$ cat src/rtl/rbank_pkg.sv
// Shared constants and the state type for the register-bank access controller.
// Register index names follow the processor's G/A register naming.
package rbank_pkg;

  localparam int DATA_W   = 64;
  localparam int SEL_W    = 5;
  localparam int NUM_REGS = 16;

  localparam logic [DATA_W-1:0] REG_RESET_VALUE = 64'h1A1F1A1F1A1F1A1F;

  localparam logic [SEL_W-1:0] G0 = 5'h00;
  localparam logic [SEL_W-1:0] G1 = 5'h01;
  localparam logic [SEL_W-1:0] G2 = 5'h02;
  localparam logic [SEL_W-1:0] G3 = 5'h03;
  localparam logic [SEL_W-1:0] G4 = 5'h04;
  localparam logic [SEL_W-1:0] G5 = 5'h05;
  localparam logic [SEL_W-1:0] G6 = 5'h06;
  localparam logic [SEL_W-1:0] G7 = 5'h07;
  localparam logic [SEL_W-1:0] A0 = 5'h08;
  localparam logic [SEL_W-1:0] A1 = 5'h09;
  localparam logic [SEL_W-1:0] A2 = 5'h0A;
  localparam logic [SEL_W-1:0] A3 = 5'h0B;
  localparam logic [SEL_W-1:0] A4 = 5'h0C;
  localparam logic [SEL_W-1:0] A5 = 5'h0D;
  localparam logic [SEL_W-1:0] A6 = 5'h0E;
  localparam logic [SEL_W-1:0] A7 = 5'h0F;

  typedef enum logic [2:0] {
    S_IDLE  = 3'd0,
    S_WR    = 3'd1,
    S_RD_A  = 3'd2,
    S_RD_B  = 3'd3,
    S_CAP_B = 3'd4,
    S_RSP   = 3'd5
  } rbank_ctl_state_t;

endpackage

$ cat src/rtl/rbank_rr_arb2.sv
// Two-way arbiter: req[0] = write, req[1] = read. On a conflict the requester
// that did not win last time is granted; the flag starts with write favoured.
module rr_arb2 (
  input  logic       i_clk,
  input  logic       i_reset,
  input  logic [1:0] i_req,
  input  logic       i_en,
  output logic [1:0] o_gnt
);

  logic       r_last_wr;
  logic [1:0] w_gnt;

  always_comb begin
    w_gnt = 2'b00;
    if (i_en) begin
      if (i_req == 2'b11) w_gnt = r_last_wr ? 2'b10 : 2'b01;
      else                w_gnt = i_req;
    end
  end

  always_ff @(posedge i_clk) begin
    if (i_reset)       r_last_wr <= 1'b0;
    else if (w_gnt[0]) r_last_wr <= 1'b1;
    else if (w_gnt[1]) r_last_wr <= 1'b0;
  end

  assign o_gnt = w_gnt;

endmodule

$ cat src/rtl/rbank_ctl.sv
// Access controller for the single-port register bank: arbitrates writeback vs
// operand fetch and sequences the bank's registered-read latency.
module rbank_ctl #(
  parameter int DATA_W   = 64,
  parameter int SEL_W    = 5,
  parameter int NUM_REGS = 16
) (
  input  logic              i_clk,
  input  logic              i_reset,
  input  logic              i_wr_valid,
  output logic              o_wr_ready,
  input  logic [SEL_W-1:0]  i_wr_sel,
  input  logic [DATA_W-1:0] i_wr_data,
  output logic              o_wr_err,
  input  logic              i_rd_valid,
  output logic              o_rd_ready,
  input  logic [SEL_W-1:0]  i_rd_sel_a,
  input  logic [SEL_W-1:0]  i_rd_sel_b,
  input  logic              i_rd_two,
  output logic              o_rsp_valid,
  input  logic              i_rsp_ready,
  output logic [DATA_W-1:0] o_rsp_data_a,
  output logic [DATA_W-1:0] o_rsp_data_b,
  output logic              o_rsp_err,
  output logic              o_bank_we,
  output logic [SEL_W-1:0]  o_bank_sel,
  output logic [DATA_W-1:0] o_bank_in,
  input  logic [DATA_W-1:0] i_bank_out
);

  import rbank_pkg::*;

  localparam logic [2:0] ST_IDLE  = S_IDLE;
  localparam logic [2:0] ST_WR    = S_WR;
  localparam logic [2:0] ST_RD_A  = S_RD_A;
  localparam logic [2:0] ST_RD_B  = S_RD_B;
  localparam logic [2:0] ST_CAP_B = S_CAP_B;
  localparam logic [2:0] ST_RSP   = S_RSP;

  localparam logic [SEL_W-1:0] SEL_LIMIT = SEL_W'(NUM_REGS);

  logic [2:0]        r_state;
  logic [SEL_W-1:0]  r_wr_sel;
  logic [DATA_W-1:0] r_wr_data;
  logic [SEL_W-1:0]  r_sel_a;
  logic [SEL_W-1:0]  r_sel_b;
  logic              r_two;
  logic [DATA_W-1:0] r_rsp_a;
  logic [DATA_W-1:0] r_rsp_b;
  logic              r_rsp_err;

  logic [1:0] w_gnt;
  logic       w_wr_ok;
  logic       w_rd_bad;

  rr_arb2 u_arb (
    .i_clk   (i_clk),
    .i_reset (i_reset),
    .i_req   ({i_rd_valid, i_wr_valid}),
    .i_en    (r_state == ST_IDLE),
    .o_gnt   (w_gnt)
  );

  assign w_wr_ok  = (r_wr_sel < SEL_LIMIT);
  assign w_rd_bad = (i_rd_sel_a >= SEL_LIMIT) || (i_rd_two && (i_rd_sel_b >= SEL_LIMIT));

  assign o_wr_ready = w_gnt[0];
  assign o_rd_ready = w_gnt[1];

  // A bad read skips the bank entirely and answers with an error next cycle.
  always_ff @(posedge i_clk) begin
    if (i_reset) begin
      r_state   <= ST_IDLE;
      r_wr_sel  <= '0;
      r_wr_data <= '0;
      r_sel_a   <= '0;
      r_sel_b   <= '0;
      r_two     <= 1'b0;
      r_rsp_a   <= '0;
      r_rsp_b   <= '0;
      r_rsp_err <= 1'b0;
    end else begin
      case (r_state)
        ST_IDLE: begin
          if (w_gnt[0]) begin
            r_wr_sel  <= i_wr_sel;
            r_wr_data <= i_wr_data;
            r_state   <= ST_WR;
          end else if (w_gnt[1]) begin
            r_sel_a <= i_rd_sel_a;
            r_sel_b <= i_rd_sel_b;
            r_two   <= i_rd_two;
            if (w_rd_bad) begin
              r_rsp_a   <= '0;
              r_rsp_b   <= '0;
              r_rsp_err <= 1'b1;
              r_state   <= ST_RSP;
            end else begin
              r_rsp_err <= 1'b0;
              r_state   <= ST_RD_A;
            end
          end
        end
        ST_WR:   r_state <= ST_IDLE;
        ST_RD_A: r_state <= ST_RD_B;
        ST_RD_B: begin
          r_rsp_a <= i_bank_out;
          r_state <= ST_CAP_B;
        end
        ST_CAP_B: begin
          r_rsp_b <= r_two ? i_bank_out : '0;
          r_state <= ST_RSP;
        end
        ST_RSP: begin
          if (i_rsp_ready) begin
            r_rsp_a   <= '0;
            r_rsp_b   <= '0;
            r_rsp_err <= 1'b0;
            r_state   <= ST_IDLE;
          end
        end
        default: r_state <= ST_IDLE;
      endcase
    end
  end

  // Bank sees idle (zero) drive except in the write and address-issue states.
  always_comb begin
    o_bank_we  = 1'b0;
    o_bank_sel = '0;
    o_bank_in  = '0;
    case (r_state)
      ST_WR: begin
        o_bank_we  = w_wr_ok;
        o_bank_sel = r_wr_sel;
        o_bank_in  = r_wr_data;
      end
      ST_RD_A: o_bank_sel = r_sel_a;
      ST_RD_B: o_bank_sel = r_two ? r_sel_b : r_sel_a;
      default: ;
    endcase
  end

  assign o_wr_err     = (r_state == ST_WR) && !w_wr_ok;
  assign o_rsp_valid  = (r_state == ST_RSP);
  assign o_rsp_data_a = r_rsp_a;
  assign o_rsp_data_b = r_rsp_b;
  assign o_rsp_err    = r_rsp_err;

endmodule

$ cat config.mk
export PLATFORM = sky130hd
export DESIGN_NAME = rbank_ctl
export DESIGN_NICKNAME = d
export VERILOG_FILES = /design/src/rtl/rbank_pkg.sv /design/src/rtl/rbank_rr_arb2.sv /design/src/rtl/rbank_ctl.sv
export SDC_FILE = /design/constraint.sdc
export NUM_CORES = 1
export LEC_CHECK = 0
export CAP_MARGIN = 10
export CORE_UTILIZATION = 45
export CTS_BUF_LIST = sky130_fd_sc_hd__clkbuf_4 sky130_fd_sc_hd__clkbuf_8
export CTS_CLUSTER_SIZE = 24
export DETAILED_ROUTE_END_ITERATION = 7
export DONT_BUFFER_PORTS = 1
export SETUP_SLACK_MARGIN = 0.02
export SYNTH_ARGS = -nofsm -noshare
export SYNTH_HDL_FRONTEND = slang
export SYNTH_SLANG_ARGS = --single-unit
$ cat constraint.sdc
create_clock -name i_clk -period 4 [get_ports i_clk]
set_input_delay 0.4 -clock i_clk [delete_from_list [all_inputs] [get_ports i_clk]]
set_output_delay 0.4 -clock i_clk [all_outputs]
set_load 0.01 [all_outputs]
[After elaboration in Yosys (flattened, before gate mapping)]
Cells that the tools add are included.
Cells by class
  shift-type cells: 0
  muxes and demuxes: 26
  bitwise operators: 1
  magnitude comparators: 3
  add/sub/neg operators: 0
  equality and inequality tests: 11
  multipliers: 0
  divide/modulo/power cells: 0
  reduce and logical (&&, ||, !) cells: 15
Operators with widths (number)
  two-way mux 64 bit: 6
  case mux 64 bit (3 select lines): 2
  case mux 3 bit (5 select lines): 1
  case mux 5 bit (3 select lines): 1
  two-way mux 3 bit: 4
  >= comparator 5 bit, second input constant: 2
  AND reduction 5 bit: 2
  two-way mux 1 bit: 7
  equality test 3 x 2 -> 1 bit, second input constant: 2
  equality test 3 bit, second input constant: 2
  two-way mux 2 bit: 3
  != test 2 bit, second input constant: 3
  nonzero test 3 bit: 2
  < comparator 5 bit, second input constant: 1
  two-way mux 5 bit: 1
  AND reduction 2 bit: 2
  AND reduction 4 bit: 1
  nonzero test 2 bit: 2
  equality test 3 x 1 -> 1 bit, second input constant: 1
  zero test 3 bit: 1
  != test 3 bit, second input constant: 1
  AND reduction 3 bit: 1
  equality test 2 bit, second input constant: 1
  logical AND 1 bit: 2
  5 further kinds: 5
Word-level totals
  memories kept: 0
  logic and storage cells: 66
  input port bits: 149
  bits in writable memories: 0
  bits in latches: 0
  bits in read-only memories: 0
  flip-flop bits (word level): 213
  output and inout bits: 203

[Logic depth before layout (Yosys ltp)]
  word-level depth: 7
  gate-level depth with buffers: 7

[By module]
A second synthesis with hierarchy kept.
Unflattened totals
  cell total of the unflattened synthesis: 1234
  area, all modules: 10153.5 sq um
Modules (own cells, without submodules)
  rbank_ctl: cells each 1226, seq. area each 4244.1 sq um, instances 1, area an instance 10098.4 sq um
  rr_arb2: cells each 8, seq. area each 20.0 sq um, instances 1, area an instance 55.1 sq um

[Worst setup path after synthesis]
Ideal clock, no wire load.
  kind: register to output
  from: register r_state[2]
  to: output o_wr_ready
  buffers on the path: 4
  path slack: 2.051 ns
  required time: 3.600 ns
  arrival time: 1.549 ns
  stages on the path, launching flop included: 8
  cell sequence: dfxtp_1 -> buf_2 -> nor3_1 -> buf_2 -> buf_2 -> clkbuf_1 -> nand2_1 -> inv_1
Between the ends
  cells in the longest elaborated chain, start to end: 2
RTL lines
  start: declaration: RTL line rbank_ctl.sv:42  | logic [2:0] r_state;
  start signal: assignment: RTL line rbank_ctl.sv:73  | r_state <= ST_IDLE;
  start signal: assignment: RTL line rbank_ctl.sv:88  | r_state <= ST_WR;
  start signal: assignment: RTL line rbank_ctl.sv:97  | r_state <= ST_RSP;
  zero test 3 bit: RTL line rbank_ctl.sv:60  | .i_en (r_state == ST_IDLE),
  two-way mux 2 bit: RTL line rbank_rr_arb2.sv:16  | if (i_en) begin
  end: declaration: RTL line rbank_ctl.sv:11  | output logic o_wr_ready,
No other way between the ends.

[Final worst setup path]
  from: register r_state[0]
  to: output o_bank_sel[4]
Between the ends
  cells in the longest elaborated chain, start to end: 2
  elaborated cells on any way between the ends: 4
  classes of those cells: eq/ne: 3; mux: 1
RTL lines
  equality test 3 x 2 -> 1 bit or equality test 3 x 1 -> 1 bit (tied branches): RTL line rbank_ctl.sv:132  | case (r_state)
  case mux 5 bit (3 select lines) (*): RTL line rbank_ctl.sv:132
  end: declaration: RTL line rbank_ctl.sv:26  | output logic [SEL_W-1:0] o_bank_sel,
Every way passes the cells marked *; elsewhere a longest branch is shown, timed or not.

==> flow_metrics.env <==
export IMPL_clockBufferDepth=3
export IMPL_vias_per_cell=6.23
export IMPL_crit_buf_inv=1
export IMPL_crit_path_end_kind="output pin"
export IMPL_synth_seq_cells=213
export IMPL_clk_pin_slew_ns=0.06
export IMPL_critical_path_max_fanout=70
export IMPL_fin_crit_ns=2.89
export IMPL_first_pass_iters=5
export IMPL_holdPathStages=2
export IMPL_drt_iter0_markers=514
export IMPL_final_antenna_net_count=0
export IMPL_cts_buffers=38
export IMPL_cpPeakStageDelay_ns=0.70
export IMPL_row_count=53
export IMPL_start_kind="flip-flop"
export IMPL_finalCritPeriodShare_pct=72.3
export IMPL_min_path_type="in2reg"
export IMPL_outcome="finished, final reports clean"
export IMPL_synth_edf_count=0
export IMPL_hold_viol=0
export IMPL_htree_levels=2
export IMPL_clock_sinks=213
export IMPL_worstHoldStart="i_wr_data[56]"
export IMPL_root_buffer="clkbuf_8"
export IMPL_die_y_um=149
export IMPL_wl_per_cell_um=21.1
export IMPL_post_cts_setup_buffer_count=0
export IMPL_die_area_um2=22100
export IMPL_ys_seq_area_share_pct=44.1
export IMPL_fmaxAchievable_mhz=346
export IMPL_vias=8747
export IMPL_setup_viol=0
export IMPL_clock_latency_ns=0.52
export IMPL_p_leak_uw=0.00375
export IMPL_max_slew_margin_rel_pct=42.2
export IMPL_post_cts_resized=0
export IMPL_yosys_most_used_dff="dfxtp_1"
export IMPL_synthTopCellsByCount="213 x dfxtp_1, 133 x nand3_1, 114 x clkbuf_1"
export IMPL_grt_max_degree=146
export IMPL_busiest_layer="met2"
export IMPL_yosysWarnings=0
export IMPL_synth_area_leaders="dfxtp_1 44%, nand3_1 6.9%, a32o_1 6.6%, o311ai_0 5.8%, o211ai_1 5.0%"
export IMPL_cap_violations=0
export IMPL_synth_most_common_cell="dfxtp_1"
export IMPL_final_nets=1260
export IMPL_rsz0062_at_grt="false"
export IMPL_grt_met1_usage_pct=33.1
export IMPL_die_w_um=149
export IMPL_synthDistinctLibCells=37
export IMPL_area_growth_pct=18.2
export IMPL_grt_overflow_total=0
export IMPL_initial_core_util_pct=46.0
export IMPL_drive_above_1_share_pct=7.70
export IMPL_syn_area_um2=9660
export IMPL_fillCellCount=1927
export IMPL_timing_hold_ws_ns=0.0384
export IMPL_critPathTopFamily="flip-flops"
export IMPL_syn_area_per_cell_um2=8.80
export IMPL_vdd_drop_max_mv=0.219
export IMPL_wirelength_um=29600
export IMPL_path_depth=4
export IMPL_antenna_found_initial=0
export IMPL_cellPowerDensity_nw_per_um2=450
export IMPL_cp_required_ns=3.60
export IMPL_dp_hpwl_um=16000
export IMPL_worstPathCellList="nor3b_2 -> buf_4 -> and2_1 -> o21bai_1"
export IMPL_netlist_area_leader_share_pct=44.1
export IMPL_grt_pass1_wl_um=45600
export IMPL_syn_instance_count=1098
export IMPL_grtUsageMet2_pct=38.6
export IMPL_drc=0
export IMPL_crit_type="reg2out"
export IMPL_grt_pass1_vias=8209
export IMPL_grt_total_usage_pct=25.4
export IMPL_crit_path_start="r_state[0]$_SDFFE_PP0P_"
export IMPL_drv_slew=0
export IMPL_reg2reg_depth=5
export IMPL_fin_tns_setup_ns=0
export IMPL_crit_path_top_delay_cell="dfxtp_1"
export IMPL_critPathArrivalTime_ns=2.49
export IMPL_synth_nets=1247
export IMPL_yosys_area_top_type="dfxtp_1"
export IMPL_met3_usage_pct=7.79
export IMPL_gp_congestion=0.716
export IMPL_finClkSkew_ns=0.0175
export IMPL_tightest_slew_ns=0.867
export IMPL_antennaDiodeCount=0
export IMPL_r2r_start="r_state[1]$_SDFFE_PP0P_"
export IMPL_synthArstFlopShare_pct=0
export IMPL_coreArea_um2=21000
export IMPL_numPortBuffers=0
export IMPL_cts_tree="built"
export IMPL_ios=352
flip-flops by register name, summed over array words and instances, names as in the netlist, 3 cells and up:
signal and flops:
r_sel_b 5, r_sel_a 5, r_wr_data 64, r_wr_sel 5, o_rsp_data_a 64, r_state 3, o_rsp_data_b 64
metal layers:
layer  wire length, µm  vias up
li1                  -     4115
met4              1020        0
met2             13600      342
met1             12600     4221
met5                 0        -
met3              2430       69
final timing paths:
check                                     to  slack (ns)
setup / recovery               o_bank_sel[4]        1.11
hold / removal    r_wr_data[56]$_SDFFE_PP0P_        0.04
setup reg to reg  r_wr_data[47]$_SDFFE_PP0P_        1.42
hold reg to reg   r_wr_data[20]$_SDFFE_PP0P_        0.47
layout by cell type, fill, tap and decap left out, types with 5 or more instances in the layout:
cell type      netlist  layout
dfxtp_1            213     212
o21ai_0             75      75
clkbuf_8             0      48
nand4_1             11      11
nand2_1              9       9
nor2b_1             66      65
and2_1              65      65
nand2b_1            66      66
dlygate4sd3_1        0     100
mux2i_1              5       5
buf_4                0      12
o211ai_1            65      65
clkbuf_4             0       7
o311ai_0            64      64
o31ai_1             12      12
a32o_1              64      64
a21oi_1             84      83
nand3_1            133     133
per-stage QoR:
step	utilization, %	std cells	worst slack [ns]	power, µW	instance area, µm²
global placement	45.7	1245	1.56	2960	9610
finish	54.3	1405	1.11	5140	11400
global route	54.3	1405	0.950	5370	11400
floorplan	-	1098	2.05	2820	9660
detailed placement	45.7	1245	1.55	2970	9610
CTS	54.3	1405	1.09	5200	11400
worst reg2reg max path, cell delays in order (launching register included):
cell and delay, ns:
dfxtp_1 0.72, or3_2 0.25, buf_4 0.61, o21ai_0 0.25, a21oi_1 0.17, dlygate4sd3_1 0.55
layout make-up:
class	count	area, µm²	share of cell area [%]
Clock buffer	55	713	6.24
Clock inverter	4	70.1	0.613
Inverter	3	11.3	0.0986
Multi-Input combinational cell	741	4880	42.7
Sequential cell	213	4270	37.3
Tap cell	275	344	3.01
Timing Repair Buffer	114	1140	9.97
report_power, final:
group	total [µW]	switching, µW	internal, µW	leakage (µW)
logic	743	524	218	0.00160
registers	2280	64.6	2210	0.00173
clock network	2120	860	1260	0.000413
total	5140	1450	3690	0.00375
kinds of logic (layout without fill, tap and decap cells):
group	Yosys count	in the layout	share of synthesized area, %
AOI/OAI and AO/OA	372	372	27.4
and+or+nand+nor	364	364	21.7
DFF	213	213	44.1
muxes	5	5	0.518
buffers and inverters	144	176	6.18
timing repair:
item,4_1_cts,5_1_grt
hold endpoints to repair,148,0
hold buffers,101,0
endpoints found under the setup margin,0,0
(Power assumes the default switching activity.)
